## src/rtl/primegen_seek.sv

```systemverilog
// primegen_seek: steps through primes on go, or seeks the smallest prime >= start on load.
// Build option: define PRIMEGEN_ODD_SKIP_EN to skip even candidates and even divisors.
module primegen_seek #(
    parameter int WIDTH = 16
) (
    input  logic             clk,
    input  logic             rst,
    input  logic             go,
    input  logic             load,
    input  logic [WIDTH-1:0] start,
    output logic             ready,
    output logic             error,
    output logic [WIDTH-1:0] res
);

    localparam int CW = $clog2(WIDTH) + 1;

`ifdef PRIMEGEN_ODD_SKIP_EN
    localparam logic [WIDTH:0]     C_STEP  = (WIDTH+1)'(2);
    localparam logic [WIDTH-1:0]   D_INIT  = WIDTH'(3);
    localparam logic [WIDTH-1:0]   D_STEP  = WIDTH'(2);
    localparam logic [2*WIDTH-1:0] SQ_INIT = (2*WIDTH)'(9);
    localparam bit                 ODD_SKIP = 1'b1;
`else
    localparam logic [WIDTH:0]     C_STEP  = (WIDTH+1)'(1);
    localparam logic [WIDTH-1:0]   D_INIT  = WIDTH'(2);
    localparam logic [WIDTH-1:0]   D_STEP  = WIDTH'(1);
    localparam logic [2*WIDTH-1:0] SQ_INIT = (2*WIDTH)'(4);
    localparam bit                 ODD_SKIP = 1'b0;
`endif

    typedef enum logic [2:0] {
        S_IDLE,
        S_NEXT,
        S_PREP,
        S_CHECK,
        S_DIV,
        S_TEST
    } state_t;

    state_t             state_q;
    logic               ready_q;
    logic               error_q;
    logic [WIDTH-1:0]   res_q;
    logic [WIDTH-1:0]   c_q;
    logic [WIDTH-1:0]   d_q;
    logic [2*WIDTH-1:0] sq_q;
    logic [WIDTH-1:0]   rem_q;
    logic [WIDTH-1:0]   quo_q;
    logic [CW-1:0]      cnt_q;

    logic [WIDTH:0]     succ_res_d;
    logic [WIDTH:0]     adv_c_d;
    logic [WIDTH-1:0]   d_adv_d;
    logic [2*WIDTH-1:0] sq_adv_d;
    logic [2*WIDTH-1:0] d_wide_d;
    logic [WIDTH:0]     rem_sh_d;
    logic [WIDTH-1:0]   rem_sub_d;
    logic               rem_ge_d;

    // Successor candidates (carry bit flags overflow), divisor/square stepping, divider step.
    always_comb begin
        succ_res_d = {1'b0, res_q} + C_STEP;
        adv_c_d    = {1'b0, c_q} + C_STEP;
        d_adv_d    = d_q + D_STEP;
        d_wide_d   = {{WIDTH{1'b0}}, d_q};
        // (d+2)^2 = d^2 + 4d + 4, (d+1)^2 = d^2 + 2d + 1
        if (ODD_SKIP) begin
            sq_adv_d = sq_q + (d_wide_d << 2) + (2*WIDTH)'(4);
        end else begin
            sq_adv_d = sq_q + (d_wide_d << 1) + (2*WIDTH)'(1);
        end
        rem_sh_d  = {rem_q, quo_q[WIDTH-1]};
        rem_ge_d  = (rem_sh_d >= {1'b0, d_q});
        // Result is < d whenever it is used, so the truncated difference is exact.
        rem_sub_d = rem_sh_d[WIDTH-1:0] - d_q;
    end

    // Control FSM with registered handshake, error and result outputs.
    always_ff @(posedge clk) begin
        if (rst) begin
            state_q <= S_IDLE;
            ready_q <= 1'b1;
            error_q <= 1'b0;
            res_q   <= WIDTH'(1);
            c_q     <= '0;
            d_q     <= '0;
            sq_q    <= '0;
            rem_q   <= '0;
            quo_q   <= '0;
            cnt_q   <= '0;
        end else begin
            case (state_q)
                S_IDLE: begin
                    if (load) begin
                        c_q     <= start;
                        error_q <= 1'b0;
                        ready_q <= 1'b0;
                        state_q <= S_PREP;
                    end else if (go && !error_q) begin
                        ready_q <= 1'b0;
                        state_q <= S_NEXT;
                    end else begin
                        state_q <= S_IDLE;
                    end
                end
                S_NEXT: begin
                    d_q  <= D_INIT;
                    sq_q <= SQ_INIT;
                    if (res_q == WIDTH'(1)) begin
                        c_q     <= WIDTH'(2);
                        state_q <= S_CHECK;
                    end else if (res_q == WIDTH'(2)) begin
                        c_q     <= WIDTH'(3);
                        state_q <= S_CHECK;
                    end else if (succ_res_d[WIDTH]) begin
                        error_q <= 1'b1;
                        ready_q <= 1'b1;
                        state_q <= S_IDLE;
                    end else begin
                        c_q     <= succ_res_d[WIDTH-1:0];
                        state_q <= S_CHECK;
                    end
                end
                S_PREP: begin
                    d_q  <= D_INIT;
                    sq_q <= SQ_INIT;
                    if (c_q <= WIDTH'(1)) begin
                        res_q   <= WIDTH'(1);
                        ready_q <= 1'b1;
                        state_q <= S_IDLE;
                    end else if (c_q == WIDTH'(2)) begin
                        res_q   <= WIDTH'(2);
                        ready_q <= 1'b1;
                        state_q <= S_IDLE;
                    end else if (ODD_SKIP && !c_q[0]) begin
                        // An even value plus one cannot exceed the all-ones maximum.
                        c_q     <= {c_q[WIDTH-1:1], 1'b1};
                        state_q <= S_CHECK;
                    end else begin
                        state_q <= S_CHECK;
                    end
                end
                S_CHECK: begin
                    if (sq_q > {{WIDTH{1'b0}}, c_q}) begin
                        res_q   <= c_q;
                        ready_q <= 1'b1;
                        state_q <= S_IDLE;
                    end else begin
                        rem_q   <= '0;
                        quo_q   <= c_q;
                        cnt_q   <= '0;
                        state_q <= S_DIV;
                    end
                end
                S_DIV: begin
                    if (rem_ge_d) begin
                        rem_q <= rem_sub_d;
                        quo_q <= {quo_q[WIDTH-2:0], 1'b1};
                    end else begin
                        rem_q <= rem_sh_d[WIDTH-1:0];
                        quo_q <= {quo_q[WIDTH-2:0], 1'b0};
                    end
                    if (cnt_q == CW'(WIDTH - 1)) begin
                        state_q <= S_TEST;
                    end else begin
                        cnt_q <= cnt_q + CW'(1);
                    end
                end
                S_TEST: begin
                    if (rem_q == '0) begin
                        if (adv_c_d[WIDTH]) begin
                            error_q <= 1'b1;
                            ready_q <= 1'b1;
                            state_q <= S_IDLE;
                        end else begin
                            c_q     <= adv_c_d[WIDTH-1:0];
                            d_q     <= D_INIT;
                            sq_q    <= SQ_INIT;
                            state_q <= S_CHECK;
                        end
                    end else begin
                        d_q     <= d_adv_d;
                        sq_q    <= sq_adv_d;
                        state_q <= S_CHECK;
                    end
                end
                default: begin
                    state_q <= S_IDLE;
                    ready_q <= 1'b1;
                end
            endcase
        end
    end

    assign ready = ready_q;
    assign error = error_q;
    assign res   = res_q;

endmodule

```

## config.mk

```make
export PLATFORM = sky130hd
export DESIGN_NAME = primegen_seek
export DESIGN_NICKNAME = d
export VERILOG_FILES = /design/src/rtl/primegen_seek.sv
export SDC_FILE = /design/constraint.sdc
export NUM_CORES = 1
export LEC_CHECK = 0
export ABC_CLOCK_PERIOD_IN_PS = 3900
export CAP_MARGIN = 10
export CORE_ASPECT_RATIO = 0.75
export CORE_UTILIZATION = 60
export CTS_CLUSTER_SIZE = 24
export DETAILED_ROUTE_END_ITERATION = 16
export PLACE_DENSITY_LB_ADDON = 0.05
export SYNTH_ARGS = -nofsm -noshare
export SYNTH_HDL_FRONTEND = slang
export SYNTH_SLANG_ARGS = --single-unit
```

## constraint.sdc

```tcl
create_clock -name clk -period 3.9 [get_ports clk]
set_input_delay 0.78 -clock clk [delete_from_list [all_inputs] [get_ports clk]]
set_output_delay 0.78 -clock clk [all_outputs]
set_load 0.1 [all_outputs]
```

# ---- Word level (Yosys, flattened, before mapping)
# Cells that the tools add are included.
dict set report totals {
  regBits 122
  inputBits 20
  output_inout_bits 18
  word_cells 112
}
dict set report op_classes {
  addsub 7
  magnitude_cmp 3
  n_eq_ne 24
  mux 51
  bitwise_logic 1
  n_reduce_logical 16
}
# operator n
set ops {}
lappend ops {{$mux W16} 14}
lappend ops {{$pmux W16 S2} 4}
lappend ops {{$mux W32} 2}
lappend ops {{$pmux W32 S2} 1}
lappend ops {{$pmux W16 S3} 1}
lappend ops {{$add A16 B1 Y17 const B} 2}
lappend ops {{$add A32 B1 Y32 const B} 1}
lappend ops {{$add A32 B17 Y32} 1}
lappend ops {{$eq A16 B2 Y1 const B} 2}
lappend ops {{$gt A32 B16 Y1} 1}
lappend ops {{$ne A2 B2 Y1 const B} 11}
lappend ops {{$pmux W3 S6} 1}
lappend ops {{$ge A17 B16 Y1} 1}
lappend ops {{$add A16 B1 Y16 const B} 1}
lappend ops {{$eq A16 B1 Y1 const B} 1}
lappend ops {{$le A16 B1 Y1 const B} 1}
lappend ops {{$logic_not A16 Y1} 1}
lappend ops {{$sub A16 B16 Y16} 1}
lappend ops {{$mux W2} 7}
lappend ops {{$mux W1} 13}
lappend ops {{$mux W5} 2}
lappend ops {{$pmux W5 S2} 1}
lappend ops {{$mux W3} 3}
lappend ops {{$ne A3 B3 Y1 const B} 3}
lappend ops {{other kinds (20)} 26}

# ---- Longest topological paths before layout
dict set report logic_depth {
  word_depth 5
  ltp_mapped 12
  mapped_depth_nobuf 10
}

# ---- Worst setup path before layout
# Ideal clock, no wire load.
dict set report synth_timing {
  path_type {register to register}
  startpoint {reg res_q[0], in the netlist res[0]}
  endpoint {reg c_q[12]}
  setup_time_ps 128
  t_arrival_ps 2853
  t_required_ps 3772
  path_slack_ps 919
  path_stages_with_launch 9
  path_buffers 1
  period_less_slack_ps 2981
  path_cell_list {dfxtp_1 inv_1 ha_1 or2_2 a211oi_1 a221oi_2 buf_2 a22oi_1 nor2_1}
}
dict set report synth_between {
  elab_chain_len 5
  elab_cells_between_ends 9
  classes_between {1 x add/sub; 3 x eq/ne; 4 x mux; 1 x reduce/logical}
}
# item line_no
set synth_lines {}
lappend synth_lines {{start, declared} 44} ;# logic [WIDTH-1:0] res_q;
lappend synth_lines {{start signal, assigned} 146} ;# res_q <= c_q;
lappend synth_lines {{$add A16 B1 Y17} 63} ;# succ_res_d = {1'b0, res_q} + C_STEP;
lappend synth_lines {{$mux W16} 116} ;# end else if (succ_res_d[WIDTH]) begin
lappend synth_lines {{$mux W16} 113} ;# end else if (res_q == WIDTH'(2)) begin
lappend synth_lines {{$mux W16} 110} ;# if (res_q == WIDTH'(1)) begin
lappend synth_lines {{$pmux W16 S3} 93} ;# case (state_q)
lappend synth_lines {{end signal, assigned} 96} ;# c_q <= start;
lappend synth_lines {{end signal, assigned} 121} ;# c_q <= succ_res_d[WIDTH-1:0];
lappend synth_lines {{end signal, assigned} 138} ;# c_q <= {c_q[WIDTH-1:1], 1'b1};
lappend synth_lines {{end, declared} 45} ;# logic [WIDTH-1:0] c_q;
# Several ways; a longest one is shown, not always the timed one. The select of a mux whose other input is x is not followed.
# A chain may end at the register's enable or synchronous reset.

# ---- Final worst setup path
dict set report layout_timing {
  startpoint {reg c_q[8]}
  endpoint {reg ready_q, in the netlist ready}
}
dict set report layout_between {
  elab_chain_len 3
  elab_cells_between_ends 10
  classes_between {1 x add/sub; 2 x order compare; 4 x eq/ne; 2 x mux; 1 x reduce/logical}
}
# item line_no
set layout_lines {}
lappend layout_lines {{$gt A32 B16 Y1 (tied with other cells)} 145} ;# if (sq_q > {{WIDTH{1'b0}}, c_q}) begin
lappend layout_lines {{$ne A2 B2 Y1 (no line) (tied with other cells)} --}
lappend layout_lines {{$reduce_and A9 Y1 (no line) / $pmux W1 S6 (equally long branches)} --}
lappend layout_lines {{end signal, assigned} 134} ;# ready_q <= 1'b1;
lappend layout_lines {{end signal, assigned} 147} ;# ready_q <= 1'b1;
lappend layout_lines {{end signal, assigned} 174} ;# ready_q <= 1'b1;
lappend layout_lines {{end, declared} 42} ;# logic ready_q;
# Several ways; a longest one is shown, not always the timed one.

==> metrics.txt <==
Reg area 0.00244 mm2; Layout area overhead 14.0%; routed via count 7963; Final GP Congestion 0.929; Yosys Warn Count 0; final setup vio count 0; H-tree levels 4; EDFF count, synth 0; unrepaired setup endpoints after global routing false; Core Util, Final 70.3%; vias in the first global route 7083; Yosys reg bits 122; CTS tree done; share of cells above drive strength 1 8.17%; post-CTS setup buffers 0; signal arrival time at the worst endpoint 3690 ps; crit end category flip-flop; Root Buffer clkbuf_16; result of the run completed; Pwr Density 565 mW/mm2; Most used DFF post-synth dfxtp_1; Fin Clk Skew 10.6 ps; syn avg cell area 7.88 um2; final hold vios 0; worst setup path start c_q[8]$_SDFFE_PP0P_; Worst R2R Path Depth 9; Peak Freq 293 MHz; fin crit share 87.6%; drt via density 6.44; crit path to ready$_SDFFE_PP1P_; reg-to-reg setup timing slack 490 ps; CP Launch Type flip-flop; final wirelength 23300 um; # rows 36; Nets 1132; I/O pins 38; async set or reset register ratio after synthesis 0%; Slew @ Worst Pin 984 ps; Avg WL per Cell 18.8 um; static leakage 3.56 nW; max_cap viols 0; Total Neg Setup Slack 0 ps; Synth Net Count 1103; reg2reg end ready$_SDFFE_PP1P_; die height 102 um; max-slew violation count 0; Bufs on Longest Clock Path 2; initial antenna violation count 0; Detail Placement HPWL 17000 um; Clock Latency Late Sink 420 ps; pin count of the biggest net entering global routing 36; Final Critical Period 3410 ps; Required @ worst endpoint 4180 ps; Pre-antenna DRT Iters 6; Slew HR 34.2%; sequential element share of the synthesized area 30.3%; initial core utilization 61.7%; Hold Buf Count CTS 0; I/O Buffers 37; Clock transition at path regs 60 ps; HP Class flip-flop to flip-flop; Tot GR Track Use 34.5%; Post-DRT Antenna Nets 0; n_diodes 0; area of the multi-input gates 0.00521 mm2; Cell Area, Synth 0.00806 mm2; DR iter-0 viols 769; filler cell count 1087; Post-Synthesis Cells 1023; Worst VDD drop 0.572 mV; CTS Sinks 122; CTS resizes 0; Synth cell types 74; Die W 136 um; CORE AREA 0.0131 mm2; CP max FO 16; critical path class flip-flop to flip-flop; DRC errors left 0; Inserted Clock Buffers 17; global-route wire length before repair 37100 um; RR Startpoint c_q[8]$_SDFFE_PP0P_; grt total ovfl 0; die area 0.0139 mm2
[metal layers]
layer	vias up	routed length (um)	GRT usage, %	share of wire (%)
li1	3862	-	-	-
met1	3745	11600	52.3	50
met2	327	9400	49.2	40
met3	29	1980	6.55	8.5
met4	0	265	8.90	1.1
met5	-	0	0	0
[kinds of logic after synthesis]
group	Yosys count	synth area share [%]
mux	5	0.636
xor+xnor	58	6.30
simple gates	386	22.9
compound gates	289	25.3
flops	122	30.3
fa+ha+maj	60	9.50
buf+inv	103	5.09
[how the worst min path moves through the flow]
stage / cells past startpoint / endpoint / startpoint / slack, ps
final: 2 / quo_q[15]$_SDFFE_PP0P_ / quo_q[15]$_SDFFE_PP0P_ / 490
after global routing: 2 / sq_q[31]$_SDFFE_PP0P_ / sq_q[31]$_SDFFE_PP0P_ / 510
after CTS: 2 / quo_q[15]$_SDFFE_PP0P_ / quo_q[15]$_SDFFE_PP0P_ / 490
after detailed placement: 2 / quo_q[15]$_SDFFE_PP0P_ / quo_q[15]$_SDFFE_PP0P_ / 480
after global placement: 2 / quo_q[15]$_SDFFE_PP0P_ / quo_q[15]$_SDFFE_PP0P_ / 480
after floorplan: 2 / quo_q[15]$_SDFFE_PP0P_ / quo_q[14]$_SDFFE_PP0P_ / 450
[where the power goes]
part | switching [mW] | internal [mW]
Sequential | 0.241 | 1.41
Combinational | 1.24 | 0.738
Clock | 0.615 | 0.942
Total | 2.10 | 3.09
[per-stage QoR]
step	std cells	setup slack [ps]	hold slack (ps)	total power, mW	area, um2
floorplan	1023	919	446	3.07	8060
global placement	1204	718	476	3.57	8610
detailed placement	1204	618	478	3.59	8610
CTS	1236	575	485	5.15	9190
global route	1236	290	515	5.46	9190
finish	1236	485	485	5.19	9190
[flip-flops by register name, indices dropped and copies added, names as in the netlist]
signal   count
d_q         16
sq_q        32
error        1
rem_q       16
c_q         16
res         16
state_q      3
cnt_q        5
quo_q       16
ready        1
[layout by cell type (no fill, tap or decap), types with 7 or more instances in the layout]
master | Yosys | final
o221a_2 | 15 | 15
nor3_1 | 23 | 23
o21ai_0 | 43 | 43
clkbuf_16 | 0 | 17
a22oi_1 | 27 | 27
nand2b_1 | 7 | 7
a211oi_1 | 19 | 19
and3_1 | 14 | 14
a222oi_1 | 8 | 8
nand2_1 | 90 | 90
inv_1 | 51 | 51
nor2_1 | 126 | 126
nor4_1 | 21 | 21
dfxtp_1 | 122 | 122
xor2_1 | 19 | 19
buf_4 | 1 | 25
a21oi_1 | 66 | 66
a31oi_1 | 15 | 15
xnor2_1 | 39 | 39
nand4_1 | 21 | 21
a21o_1 | 10 | 10
o221ai_1 | 7 | 7
o22ai_1 | 7 | 7
clkdlybuf4s50_1 | 0 | 36
o211ai_1 | 9 | 9
ha_1 | 58 | 58
nand3_1 | 38 | 38
or3_1 | 11 | 11
[layout make-up]
cell class	instances	share of cell area, %
Multi-Input combinational cell	798	56.7
Inverter	51	2.08
Timing Repair Buffer	62	6.02
Sequential cell	122	26.6
Clock inverter	14	1.63
Clock buffer	18	4.67
Tap cell	171	2.33
[worst max-delay path, cell delays in order, from the launching register on]
cell and delay, ps:
dfxtp_1 460, inv_1 120, ha_1 340, nand4_1 150, or4_4 530, a21o_1 210
a32oi_2 400, nand2_1 520, o31ai_1 380, o311ai_0 160
[cell usage after synthesis, types with 3 or more instances]
| master | number | area [um2] |
|---|---|---|
| nor2_1 | 126 | 473 |
| dfxtp_1 | 122 | 2440 |
| nand2_1 | 90 | 338 |
| a21oi_1 | 66 | 330 |
| ha_1 | 58 | 726 |
| inv_1 | 51 | 191 |
| o21ai_0 | 43 | 215 |
| xnor2_1 | 39 | 342 |
| nand3_1 | 38 | 190 |
| clkbuf_1 | 35 | 131 |
| a22oi_1 | 27 | 203 |
| nor3_1 | 23 | 115 |
| nand4_1 | 21 | 131 |
| nor4_1 | 21 | 131 |
| a211oi_1 | 19 | 143 |
| xor2_1 | 19 | 166 |
| buf_2 | 16 | 80.1 |
| a31oi_1 | 15 | 93.8 |
| o221a_2 | 15 | 169 |
| and3_1 | 14 | 87.6 |
| or3_1 | 11 | 68.8 |
| a21o_1 | 10 | 75.1 |
| o211ai_1 | 9 | 67.6 |
| a222oi_1 | 8 | 80.1 |
| nand2b_1 | 7 | 43.8 |
| o221ai_1 | 7 | 61.3 |
| o22ai_1 | 7 | 43.8 |
| and2_1 | 6 | 37.5 |
| and4_1 | 6 | 52.6 |
| nor2b_1 | 6 | 37.5 |
| o21a_1 | 6 | 45.0 |
| o31ai_1 | 6 | 45.0 |
| a2111oi_0 | 4 | 35.0 |
| a22o_1 | 4 | 35.0 |
| a311oi_1 | 4 | 35.0 |
| mux2i_1 | 4 | 40.0 |
| or4_1 | 4 | 30.0 |
| a32oi_1 | 3 | 26.3 |
| o2111ai_1 | 3 | 26.3 |
| o21bai_1 | 3 | 22.5 |
| o32ai_1 | 3 | 26.3 |
(Power assumes the default switching activity.)
